`src/rtl/ltt_pkg.sv`:
```
// Shared types and default sizing for the ltt_sequencer block.
// Holds the FSM state enum and the default operand width / threshold.
package ltt_pkg;

    localparam int unsigned DefaultW      = 4;
    localparam int unsigned DefaultThresh = 2;

    typedef enum logic [1:0] {
        StIdle,
        StCount,
        StResp
    } state_e;

endpackage

```
`src/rtl/below_thresh.sv`:
```
// Unsigned "value < THRESH" comparator, shared by the accept and count stages.
module below_thresh
    import ltt_pkg::*;
#(
    parameter int unsigned W      = DefaultW,
    parameter int unsigned THRESH = DefaultThresh
) (
    input  logic [W-1:0] value,
    output logic         below
);

    // Compare at 32 bits so THRESH may exceed the operand range.
    assign below = (32'(value) < THRESH);

endmodule

```
`src/rtl/ltt_sequencer.sv`:
```
// Two-requester round-robin sequencer: counts an operand down to THRESH and
// returns the number of decrements plus a ">= THRESH" flag.
module ltt_sequencer
    import ltt_pkg::*;
#(
    parameter int unsigned W      = DefaultW,
    parameter int unsigned THRESH = DefaultThresh
) (
    input  logic         clk,
    input  logic         rst_n,
    input  logic         req0_valid,
    input  logic [W-1:0] req0_data,
    output logic         req0_ready,
    input  logic         req1_valid,
    input  logic [W-1:0] req1_data,
    output logic         req1_ready,
    output logic         res_valid,
    input  logic         res_ready,
    output logic         res_id,
    output logic [W-1:0] res_steps,
    output logic         res_ge,
    output logic         busy
);

    // THRESH of zero means every operand is already done on arrival.
    localparam bit NoThresh = (THRESH == 0);

    state_e       state_q, state_d;
    logic [W-1:0] cnt_q, cnt_d;
    logic [W-1:0] steps_q, steps_d;
    logic         id_q, id_d;
    logic         ge_q, ge_d;
    logic         rr_q, rr_d;

    logic         grant_any;
    logic         grant;
    logic [W-1:0] cmp_value;
    logic         below;
    logic         count_done;

    always_comb begin
        grant_any = req0_valid | req1_valid;
        if (req0_valid && req1_valid) begin
            grant = rr_q;
        end else begin
            grant = req1_valid;
        end
    end

    // One comparator: granted operand while idle, running count otherwise.
    assign cmp_value  = (state_q == StIdle) ? (grant ? req1_data : req0_data) : cnt_q;
    assign count_done = below | NoThresh;

    below_thresh #(
        .W      (W),
        .THRESH (THRESH)
    ) u_below (
        .value (cmp_value),
        .below (below)
    );

    always_comb begin
        state_d    = state_q;
        cnt_d      = cnt_q;
        steps_d    = steps_q;
        id_d       = id_q;
        ge_d       = ge_q;
        rr_d       = rr_q;
        req0_ready = 1'b0;
        req1_ready = 1'b0;

        unique case (state_q)
            StIdle: begin
                if (grant_any) begin
                    req0_ready = ~grant;
                    req1_ready = grant;
                    cnt_d      = cmp_value;
                    steps_d    = '0;
                    id_d       = grant;
                    ge_d       = ~below;
                    state_d    = StCount;
                end
            end
            StCount: begin
                if (count_done) begin
                    state_d = StResp;
                end else begin
                    cnt_d   = cnt_q - W'(1);
                    steps_d = steps_q + W'(1);
                end
            end
            StResp: begin
                if (res_ready) begin
                    rr_d    = ~id_q;
                    state_d = StIdle;
                end
            end
            default: begin
                state_d = StIdle;
            end
        endcase
    end

    always_ff @(posedge clk or negedge rst_n) begin
        if (!rst_n) begin
            state_q <= StIdle;
            cnt_q   <= '0;
            steps_q <= '0;
            id_q    <= 1'b0;
            ge_q    <= 1'b0;
            rr_q    <= 1'b0;
        end else begin
            state_q <= state_d;
            cnt_q   <= cnt_d;
            steps_q <= steps_d;
            id_q    <= id_d;
            ge_q    <= ge_d;
            rr_q    <= rr_d;
        end
    end

    assign res_valid = (state_q == StResp);
    assign busy      = (state_q != StIdle);
    assign res_id    = id_q;
    assign res_steps = steps_q;
    assign res_ge    = ge_q;

endmodule

```
`config.mk`:
```
export PLATFORM = sky130hd
export DESIGN_NAME = ltt_sequencer
export DESIGN_NICKNAME = d
export VERILOG_FILES = /design/src/rtl/ltt_pkg.sv /design/src/rtl/below_thresh.sv /design/src/rtl/ltt_sequencer.sv
export SDC_FILE = /design/constraint.sdc
export NUM_CORES = 1
export LEC_CHECK = 0
export BUFFER_PORTS_ARGS = -buffer_cell sky130_fd_sc_hd__buf_2
export CAP_MARGIN = 10
export CORE_MARGIN = 3
export CORE_UTILIZATION = 53
export DETAILED_ROUTE_END_ITERATION = 10
export PLACE_DENSITY = 0.79
export SLEW_MARGIN = 15
export SYNTH_ARGS = -nofsm -noshare
export SYNTH_HDL_FRONTEND = slang
export SYNTH_SLANG_ARGS = --single-unit
```
`constraint.sdc`:
```
create_clock -name clk -period 3.3 [get_ports clk]
set_input_delay 0 -clock clk [delete_from_list [all_inputs] [get_ports clk]]
set_output_delay 0 -clock clk [all_outputs]
set_load 0.01 [all_outputs]
```
==> flow_summary_export.csv, run 1 <==
group,metric,value,unit
outcome,outcome,"finished, final reports clean",
die,die_h,45.1,microns
grt,grt_pass1_vias,705,
logic_synthesis,yosys_warnings,0,
timing,slew_headroom,56.9,%
route,drc,0,
clock_tree,cts_sinks,13,
job,cap_violations,0,
logic_synthesis,synth_top_area_share,40.1,%
route,vias,726,
timing,finalMaxSlewViolations,0,
placement,io_buffers,22,
min_path,min_from,"req1_data[0]",
logic_synthesis,synthFlopType,"dfrtp_1",
setup_path,r2r-start,"state_q[1]",
clock_tree,cts.repair.resized,0,
cells_and_area,fin_area,987,sq um
logic_synthesis,netlist_area,812,sq um
clock_tree,clock_latency,0.27,ns
logic_synthesis,synth_cell_types,36,
die,fp-row-count,13,
logic_synthesis,avgSynthCellArea,9.90,sq um
setup_path,path_cells,"nor2_4 > inv_2 > nor2_1 > a32oi_1 > o32a_1",
route,drt_first_pass_iters,4,
setup_path,cp_data_required_time,3.45,ns
cells_and_area,fin_nets,126,
timing,rsz0062_at_grt,"false",
timing,period_needed,1.61,ns
grt,grt_overflow_total,0,
logic_synthesis,synthArstFlopShare,100,%
cells_and_area,syn_to_final_growth,21.6,%
route,ant_nets,0,
timing,finClkSkew,0.000754,ns
setup_path,r2r_slack,1.69,ns
logic_synthesis,synth_cells,82,
cells_and_area,fillCellCount,106,
grt,grt_usage,21.6,%
logic_synthesis,synth_fp_nets,97,
min_path,hold_class,"primary input to flop",
route,routed_wl,1840,microns
setup_path,end_kind,"flop",
grt,grt_max_degree,14,
route,wl_per_cell,14.8,microns
grt,grt_pass1_wl,3190,microns
placement,hpwlAfterDp,1500,microns
timing,max_freq,622,MHz
timing,setup_viol,0,
cells_and_area,diodes,0,
logic_synthesis,synth_top_cell_by_area,"dfrtp_1",
setup_path,cp_max_fo,9,
clock_tree,cts-htree-levels,1,
logic_synthesis,yosysSeqAreaShare,40.1,%
setup_path,worstPathArrival,1.76,ns
logic_synthesis,synth.area.top_cells,"dfrtp_1, nand2_1, mux2i_1, nor2_1, o311ai_4",
route,drt_iter0_drc,13,
power_and_ir_drop,powerDensity,955,mW/mm^2
setup_path,cp-start-kind,"flop",
logic_synthesis,synth-seq-cells,13,
grt,grt_antenna_before_repair,0,
timing,setup_tns,0,ns
die,die_area,0.00204,sq mm
setup_path,regToRegEndpoint,"cnt_q[2]",
setup_path,crit_path_end,"cnt_q[2]",
setup_path,slowest_stage,"dfrtp_1",
timing,hold_viol_final,0,
die,die_w,45.1,microns
die,io_pins,23,
setup_path,cp-startpoint,"state_q[1]",
setup_path,cpPeakStageDelay,0.44,ns
route,vias_per_cell,5.81,
clock_tree,cts_buffer_depth,2,
power_and_ir_drop,ir_worst_vdd,515,uV
clock_tree,numCtsBuffers,3,
power_and_ir_drop,p_leak,0.494,nW
setup_path,crit_type,"flop to flop",
clock_tree,clk_pin_slew,0.08,ns
clock_tree,cts-root-buf,"clkbuf_4",
clock_tree,cts_tree,"done",
die,initial_core_util,59.4,%
timing,tightestPinTransition,0.642,ns
timing,holdWs,0.111,ns
cells_and_area,layout-drive-gt1-share,33.6,%
placement,placed_area,941,sq um
die,coreArea,0.00137,sq mm
placement,globalplace.congestion,0.834,
logic_synthesis,synth-edff-count,0,
setup_path,worstRegToRegCells,5,
timing,finalCritPeriodShare,48.7,%
## cells in the mapped netlist (2+ instances only)
cell and instances:
nor2_1 7, a21oi_1 2, dfrtp_1 13, mux2i_1 4
a31oi_1 2, inv_1 5, nor2b_1 2, o21ai_2 2
mux2_2 2, ha_1 2, o211ai_1 3, o21ai_1 2
nand2_1 12, o21ai_0 2
## worst min path at each step
stage | endpoint | cells past startpoint | slack (ns)
2_1_floorplan | cnt_q[0] | 0 | -0.30
3_3_place_gp | res_ge | 1 | -0.10
3_5_place_dp | cnt_q[3] | 1 | -0.10
4_1_cts | cnt_q[0] | 4 | 0.11
5_1_grt | cnt_q[0] | 4 | 0.12
6_report | cnt_q[0] | 4 | 0.11
## cell type report
cell class	instances	area [sq um]	share of cell area, %
multi-input cells	63	464	47.0
repair buffers	24	130	13.2
inverters	6	22.5	2.28
well taps	15	18.8	1.90
flip-flops and latches	13	325	33.0
clock buffers	4	26.3	2.66
## sequential cells by signal, summed over array words and instances, names as in the netlist
register   cells
cnt_q          4
res_steps      4
state_q        2
res_ge         1
res_id         1
rr_q           1
## critical path, delay by kind of cell (launching register included)
| family | cells | cell delay, ns |
|---|---|---|
| AO/OA/AOI/OAI | 2 | 0.37 |
| buffers and inverters | 1 | 0.10 |
| flip-flops | 1 | 0.44 |
| AND/OR/NAND/NOR | 2 | 0.58 |
## cell usage in the layout, fill, tap and decap left out, drive strengths merged, types with 2 or more instances in the layout
master        n
buf          22
clkbuf        4
nand3         2
a21oi         3
o311ai        2
dlygate4sd3   2
a31oi         2
o21ai         6
dfrtp        13
nor2b         2
mux2          2
inv           6
nand2b        2
nand2        12
ha            2
mux2i         4
o211ai        3
nor2          8
## per-layer routing
layer	global-route usage [%]	wire [microns]	part of all wire [%]
met5	0	0	0
met1	26.5	780	42
met3	4.38	126	6.8
met2	37.6	907	49
met4	6.43	29	1.6
## power by group
part           internal, mW  switching [mW]
logic                 0.237           0.312
registers             0.231          0.0667
clock network        0.0467          0.0487
total                 0.515           0.428
## through the flow
stage / util (%) / cells / setup slack, ns / power [mW]
4_1_cts: 72.3 / 125 / 1.69 / 0.946
6_report: 72.3 / 125 / 1.69 / 0.942
3_5_place_dp: 68.9 / 119 / 1.70 / 0.849
2_1_floorplan: - / 82 / 1.81 / 0.704
3_3_place_gp: 68.9 / 119 / 1.75 / 0.830
5_1_grt: 72.3 / 125 / 1.59 / 1.02
## timing repair
item	in CTS	in global routing
hold buffers	2	0
endpoints found under the hold margin	14	0
buffers inserted	0	0
## cells by family (layout without fill, tap and decap cells)
family / Yosys count / after routing / share of synthesized area (%)
mux: 6 / 6 / 7.70
flops: 13 / 13 / 40.1
fa+ha+maj: 2 / 2 / 3.08
xor+xnor: 1 / 1 / 1.08
simple gates: 31 / 31 / 21.0
buf+inv: 6 / 34 / 2.77
compound gates: 23 / 23 / 24.3
Note: power is estimated with default switching activity, not from simulation.
==> run 2, diff against run 1 <==
- ABC_AREA: not set -> 1
- CORE_UTILIZATION: 53 -> 45
- PLACE_DENSITY: 0.79 -> 0.71
- clock period: 3.3 -> 1.4 ns (I/O delays scaled with it)
==> run 2 against run 1 <==
The flow now finishes with violations (negative setup slack). Die area grew 19%. First-iteration DRC count grew 38%. Register-to-register slack lost 1.7 ns. Worst setup slack lost 1.7 ns. Non-clock buffer count grew 7. Wire length grew 11%. Power grew to 3.3 times the previous value. Clock power grew 140%. Clock skew grew 0.0041 ns. Worst hold slack lost 0.086 ns. Fmax grew 12%. Critical endpoint is now cnt_q[0].
==> flow_summary_export.csv, run 2 <==
group,metric,value,unit
timing,max_freq,699,MHz
logic_synthesis,synth.area.top_cells,"dfrtp_1, nand2_1, nand3_1, inv_1, nand2_4",
timing,period_needed,1.43,ns
timing,setup_viol,7,
timing,finalCritPeriodShare,102,%
min_path,min_to,"state_q[1]",
min_path,min_path_cells,3,
cells_and_area,fin_nets,158,
placement,pre_cts_ws,0.00333,ns
route,wl_per_cell,12.3,microns
clock_tree,cts_sinks,13,
power_and_ir_drop,power_switching,1.57,mW
route,drt_first_pass_iters,5,
logic_synthesis,synthFlopType,"dfrtp_1",
logic_synthesis,synth_top_cell_by_area,"dfrtp_1",
setup_path,cp_max_fo,7,
die,coreArea,0.00163,sq mm
grt,grt_max_degree,14,
route,drt_iter0_drc,18,
die,die_w,49.2,microns
setup_path,end_kind,"flop",
power_and_ir_drop,swShare,50.4,%
timing,hold_viol_final,0,
clock_tree,clock_latency,0.27,ns
setup_path,slowest_stage,"dfrtp_1",
setup_path,cpPeakStageDelay,0.41,ns
grt,grt_overflow_total,0,
clock_tree,clk_pin_slew,0.08,ns
grt,grt_pass1_vias,770,
grt,grt_pass1_wl,3260,microns
outcome,violations,"negative setup slack",
route,ant_nets,0,
setup_path,path_cells,"nor2_4 > nand3_2 > nand2_2 > nand3_4 > nand2_8 > nand2_8 > nand2_1 > nand2_1",
die,die_area,0.00242,sq mm
outcome,outcome,"complete, but fails checks",
setup_path,cp_data_required_time,1.57,ns
cells_and_area,diodes,0,
timing,slew_headroom,69.9,%
placement,hpwlAfterDp,1460,microns
grt,grtUsageMet1,21.8,%
logic_synthesis,yosysSeqAreaShare,38.8,%
timing,rsz0062_at_grt,"true",
die,io_pins,23,
grt,use_met3,3.06,%
setup_path,r2r-start,"state_q[0]",
logic_synthesis,synthArstFlopShare,100,%
logic_synthesis,yosysMostFrequentCell,"nand2_1",
route,routed_wl,2050,microns
route,drc,0,
power_and_ir_drop,p_leak,0.606,nW
route,vias,831,
power_and_ir_drop,ir_worst_vdd,1480,uV
job,cap_violations,0,
timing,layout_setup_ws,-0.0313,ns
clock_tree,cts_buffer_depth,2,
setup_path,cp-start-kind,"flop",
min_path,hold_class,"primary input to flop",
timing,tightestPinTransition,0.452,ns
logic_synthesis,synth_cell_types,19,
cells_and_area,post-route-util,70.5,%
logic_synthesis,netlist_area,838,sq um
setup_path,r2r_slack,-0.03,ns
logic_synthesis,synth_top_area_share,38.8,%
setup_path,worstPathArrival,1.60,ns
grt,grtUsageMet2,27.7,%
clock_tree,numCtsBuffers,3,
logic_synthesis,synth_fp_nets,122,
min_path,min_from,"res_ready",
timing,finClkSkew,0.00489,ns
power_and_ir_drop,comb_power_share,69.9,%
die,fp-row-count,14,
grt,busiest_layer,"met2",
logic_synthesis,avgSynthCellArea,7.83,sq um
grt,grt_usage,17.2,%
route,vias_per_cell,5.01,
setup_path,regToRegEndpoint,"cnt_q[0]",
cells_and_area,final_cell_mix,"buf_2, nand2_1, nand3_1, dfrtp_1, inv_1",
clock_tree,cts-root-buf,"clkbuf_4",
placement,io_buffers,22,
die,initial_core_util,51.5,%
power_and_ir_drop,powerDensity,2720,mW/mm^2
clock_tree,cts-htree-levels,1,
setup_path,worstRegToRegCells,8,
logic_synthesis,synth-edff-count,0,
placement,globalplace.congestion,0.845,
cells_and_area,layout_commonest_cell,"buf_2",
setup_path,crit_type,"flop to flop",
power_and_ir_drop,internal_power,1.55,mW
grt,grt_antenna_before_repair,0,
timing,finalMaxSlewViolations,0,
clock_tree,cts_tree,"done",
cells_and_area,layout-drive-gt1-share,39.4,%
power_and_ir_drop,pwr-share-seq,22.8,%
logic_synthesis,synth_commonest_cells,"nand2_1, nand3_1, dfrtp_1",
logic_synthesis,synth_cells,107,
cells_and_area,syn_to_final_growth,37.0,%
logic_synthesis,yosys_warnings,0,
die,die_h,49.2,microns
power_and_ir_drop,pwr-share-clk,7.3,%
logic_synthesis,synth-seq-cells,13,
## run 2: how the worst max path moves through the flow
| stage | startpoint | end | slack, ns |
|---|---|---|---|
| 2_1_floorplan | state_q[1] | cnt_q[3] | 0.12 |
| 3_3_place_gp | state_q[1] | res_steps[3] | 0.07 |
| 3_5_place_dp | rr_q | cnt_q[1] | 0.003 |
| 4_1_cts | rr_q | cnt_q[1] | -0.008 |
| 5_1_grt | rr_q | cnt_q[0] | -0.14 |
| 6_report | state_q[0] | cnt_q[0] | -0.03 |
## run 2: cell type report
| class | count | area (sq um) |
|---|---|---|
| clock buffer | 4 | 26.3 |
| timing repair buffer | 31 | 193 |
| sequential | 13 | 325 |
| multi-input combinational | 81 | 523 |
| inverter | 13 | 51.3 |
| tap | 24 | 30.0 |
| fill | 138 | 480 |
## run 2: repair_timing
item,4_1_cts,5_1_grt
buffers inserted,0,3
gates resized for setup,0,13
gates cloned,0,1
endpoints found under the setup margin,1,11
pin swaps,0,10
hold buffers,1,0
hold endpoints to repair,13,0
## run 2: kinds of logic after synthesis
family                   Yosys count  share of synthesized area [%]
XOR/XNOR                           3                           3.13
flip-flops                        13                           38.8
AND/OR/NAND/NOR                   64                           40.4
buffers and inverters             14                           7.46
adder cells (fa/ha/maj)            2                           2.98
AO/OA/AOI/OAI                     11                           7.16
## run 2: critical path, delay by kind of cell, from the launching register on
family,cells,cell delay [ns]
AND/OR/NAND/NOR,8,0.92
flip-flops,1,0.41
## run 2: power groups by stage
stage / logic, mW / clock network, mW / registers, mW
2_1_floorplan: 1.21 / 0 / 0.754
5_1_grt: 2.43 / 0.259 / 0.745
3_5_place_dp: 1.75 / 0 / 0.720
6_report: 2.18 / 0.229 / 0.711
3_3_place_gp: 1.72 / 0 / 0.717
4_1_cts: 1.76 / 0.232 / 0.711
## run 2: routing by layer
layer  vias up  share of wire, %
li1        417                 -
met1       378                44
met2        31                48
met3         5               5.9
met4         0               1.6
met5         -                 0
## run 2: stage by stage
| step | std cells | hold WS (ns) | TNS, ns | power [mW] | area, sq um |
|---|---|---|---|---|---|
| CTS | 162 | 0.0233 | -0.00780 | 2.71 | 1040 |
| global route | 166 | 0.0259 | -1.29 | 3.43 | 1150 |
| finish | 166 | 0.0257 | -0.0845 | 3.12 | 1150 |
| global placement | 157 | -0.102 | 0 | 2.44 | 1000 |
| floorplan | 107 | -0.296 | 0 | 1.96 | 838 |
| detailed placement | 157 | -0.0996 | 0 | 2.47 | 1000 |
==> run 3, diff against run 2 <==
- CORE_UTILIZATION: 45 -> 48
- CTS_BUF_LIST: not set -> sky130_fd_sc_hd__clkbuf_8
- CTS_CLUSTER_DIAMETER: not set -> 40
- HOLD_SLACK_MARGIN: not set -> 0.08
- PLACE_DENSITY: 0.71 -> 0.75
==> run 3 against run 2 <==
The flow now finishes without violations. Largest power group unchanged. Sequential power rose by 0.6%. Global-route usage is 2.6 points higher. Register-to-register slack improved by 0.05 ns. Power decreased by 4.1%. Worst setup slack improved by 0.046 ns. Sequential share of layout area increased by 0.44 points. Die area decreased by 5.5%. Clock power increased by 42%.
==> flow_summary_export.csv, run 3 (synthesized netlist as in run 2, its figures left out) <==
group,metric,value,unit
clock_tree,numCtsBuffers,3,
placement,hpwlAfterDp,1360,microns
grt,grt_antenna_before_repair,0,
clock_tree,clk_pin_slew,0.05,ns
cells_and_area,ff_latch_area,325,sq um
timing,max_freq,722,MHz
timing,hold_viol_final,0,
route,ant_nets,0,
min_path,hold_class,"primary input to asynchronous set/reset pin",
route,drt_first_pass_iters,4,
grt,grt_usage,19.8,%
timing,setup_viol,0,
clock_tree,cts_tree,"done",
power_and_ir_drop,finalPower,2.99,mW
power_and_ir_drop,ir_worst_vdd,1650,uV
setup_path,regToRegEndpoint,"cnt_q[2]",
timing,slew_headroom,81.1,%
cells_and_area,syn_to_final_growth,34.9,%
route,vias,844,
setup_path,cp_max_fo,7,
cells_and_area,instances_no_fill,160,
power_and_ir_drop,powerDensity,2650,mW/mm^2
route,vias_per_cell,5.28,
placement,pre_cts_ws,0.00496,ns
timing,finalMaxSlewViolations,0,
die,coreArea,0.00158,sq mm
die,die_w,47.8,microns
grt,grt_pass1_wl,3120,microns
cells_and_area,final_cell_mix,"buf_2, nand2_1, nand3_1, dfrtp_1, inv_1",
placement,globalplace.congestion,0.794,
cells_and_area,layout-drive-gt1-share,40.3,%
clock_tree,cts-root-buf,"clkbuf_8",
setup_path,cp-startpoint,"rr_q",
timing,finalCritPeriodShare,98.9,%
route,routed_wl,2010,microns
placement,placed_area,987,sq um
timing,layout_setup_ws,0.0152,ns
die,io_pins,23,
clock_tree,cts-htree-levels,1,
clock_tree,cts_buffer_depth,2,
timing,tightestPinTransition,0.281,ns
outcome,outcome,"finished, final reports clean",
die,die_area,0.00228,sq mm
setup_path,r2r-start,"rr_q",
die,fp-row-count,14,
timing,rsz0062_at_grt,"true",
setup_path,worstPathArrival,1.52,ns
placement,dp_cells,148,
setup_path,cp_data_required_time,1.53,ns
grt,grt_overflow_total,0,
setup_path,r2r_slack,0.02,ns
clock_tree,clock_latency,0.24,ns
cells_and_area,fin_area,0.00113,sq mm
power_and_ir_drop,p_leak,0.619,nW
route,drt_iter0_drc,12,
route,wl_per_cell,12.5,microns
cells_and_area,fin_nets,160,
grt,grt_max_degree,14,
die,initial_core_util,53.2,%
job,cap_violations,0,
cells_and_area,layout_commonest_cell,"buf_2",
grt,grt_pass1_vias,733,
placement,io_buffers,22,
timing,period_needed,1.38,ns
setup_path,crit_type,"flop to flop",
setup_path,end_kind,"flop",
cells_and_area,multiInputGateArea,492,sq um
clock_tree,cts_sinks,13,
die,die_h,47.8,microns
cells_and_area,diodes,0,
timing,finClkSkew,0.00303,ns
setup_path,worstRegToRegCells,11,
setup_path,cp-start-kind,"flop",
timing,setup_tns,0,ns
cells_and_area,fillCellCount,129,
route,drc,0,
==> run 3: cell types whose count changed in the layout (fill, tap and decap cells not counted) <==
| cell | change |
|---|---|
| buf_12 | -1 |
| buf_4 | +2 |
| clkbuf_1 | -1 |
| clkbuf_4 | -3 |
| clkbuf_8 | +3 |
| dlygate4sd3_1 | +1 |
| inv_2 | +1 |
| nand2_2 | +1 |
| nand2_4 | +2 |
| nand2_8 | -3 |
==> run 3: layout make-up <==
class	instances	share of cell area [%]
clock buffer	3	3.65
clock inverter	1	0.332
inverter	13	4.54
multi-input combinational	81	43.5
sequential	13	28.8
tap	16	1.77
timing repair buffer	33	17.5
==> run 3: where the power goes <==
| group | switching (mW) | internal, mW | total, mW |
|---|---|---|---|
| clock network | 0.132 | 0.194 | 0.326 |
| logic | 1.18 | 0.771 | 1.95 |
| registers | 0.145 | 0.571 | 0.715 |
==> run 3: critical path, cell delays in order, from the launching register on <==
cell     delay (ns)
dfrtp_1        0.34
inv_1          0.05
nand2_2        0.10
nand2_4        0.08
nand2_1        0.09
nand3_2        0.09
nand2_4        0.08
nand3_4        0.11
nand2_4        0.11
nand2_4        0.09
nand2_1        0.08
nand2_1        0.04
==> run 3: per-layer routing <==
layer  up-vias  part of all wire (%)  track usage, %
met5         -                     0               0
met4         0                   1.0            8.06
met3         3                   5.5            4.51
met2        24                    48            31.9
met1       393                    46            25.3
li1        424                     -               -
==> run 3: worst max path at each step <==
stage | depth (start not counted) | slack (ns) | endpoint
2_1_floorplan | 8 | 0.12 | cnt_q[3]
3_3_place_gp | 11 | 0.06 | cnt_q[0]
4_1_cts | 11 | 0.002 | cnt_q[2]
6_report | 11 | 0.02 | cnt_q[2]
5_1_grt | 11 | -0.08 | cnt_q[3]
3_5_place_dp | 11 | 0.005 | cnt_q[2]
==> run 3: stage by stage <==
stage	hold slack, ns	util, %
floorplan	-0.296	-
global placement	-0.101	62.6
detailed placement	-0.0961	62.6
CTS	0.125	68.4
global route	0.181	71.7
finish	0.173	71.7
==> run 3: what timing repair did <==
| item | 4_1_cts | 5_1_grt |
|---|---|---|
| endpoints found under the hold margin | 14 | 0 |
| hold buffers | 2 | 0 |
| resized for setup | 1 | 10 |
| buffers inserted | 2 | 3 |
| setup endpoints to repair | 5 | 12 |
| gates cloned | 1 | 0 |
| pin swaps | 5 | 11 |
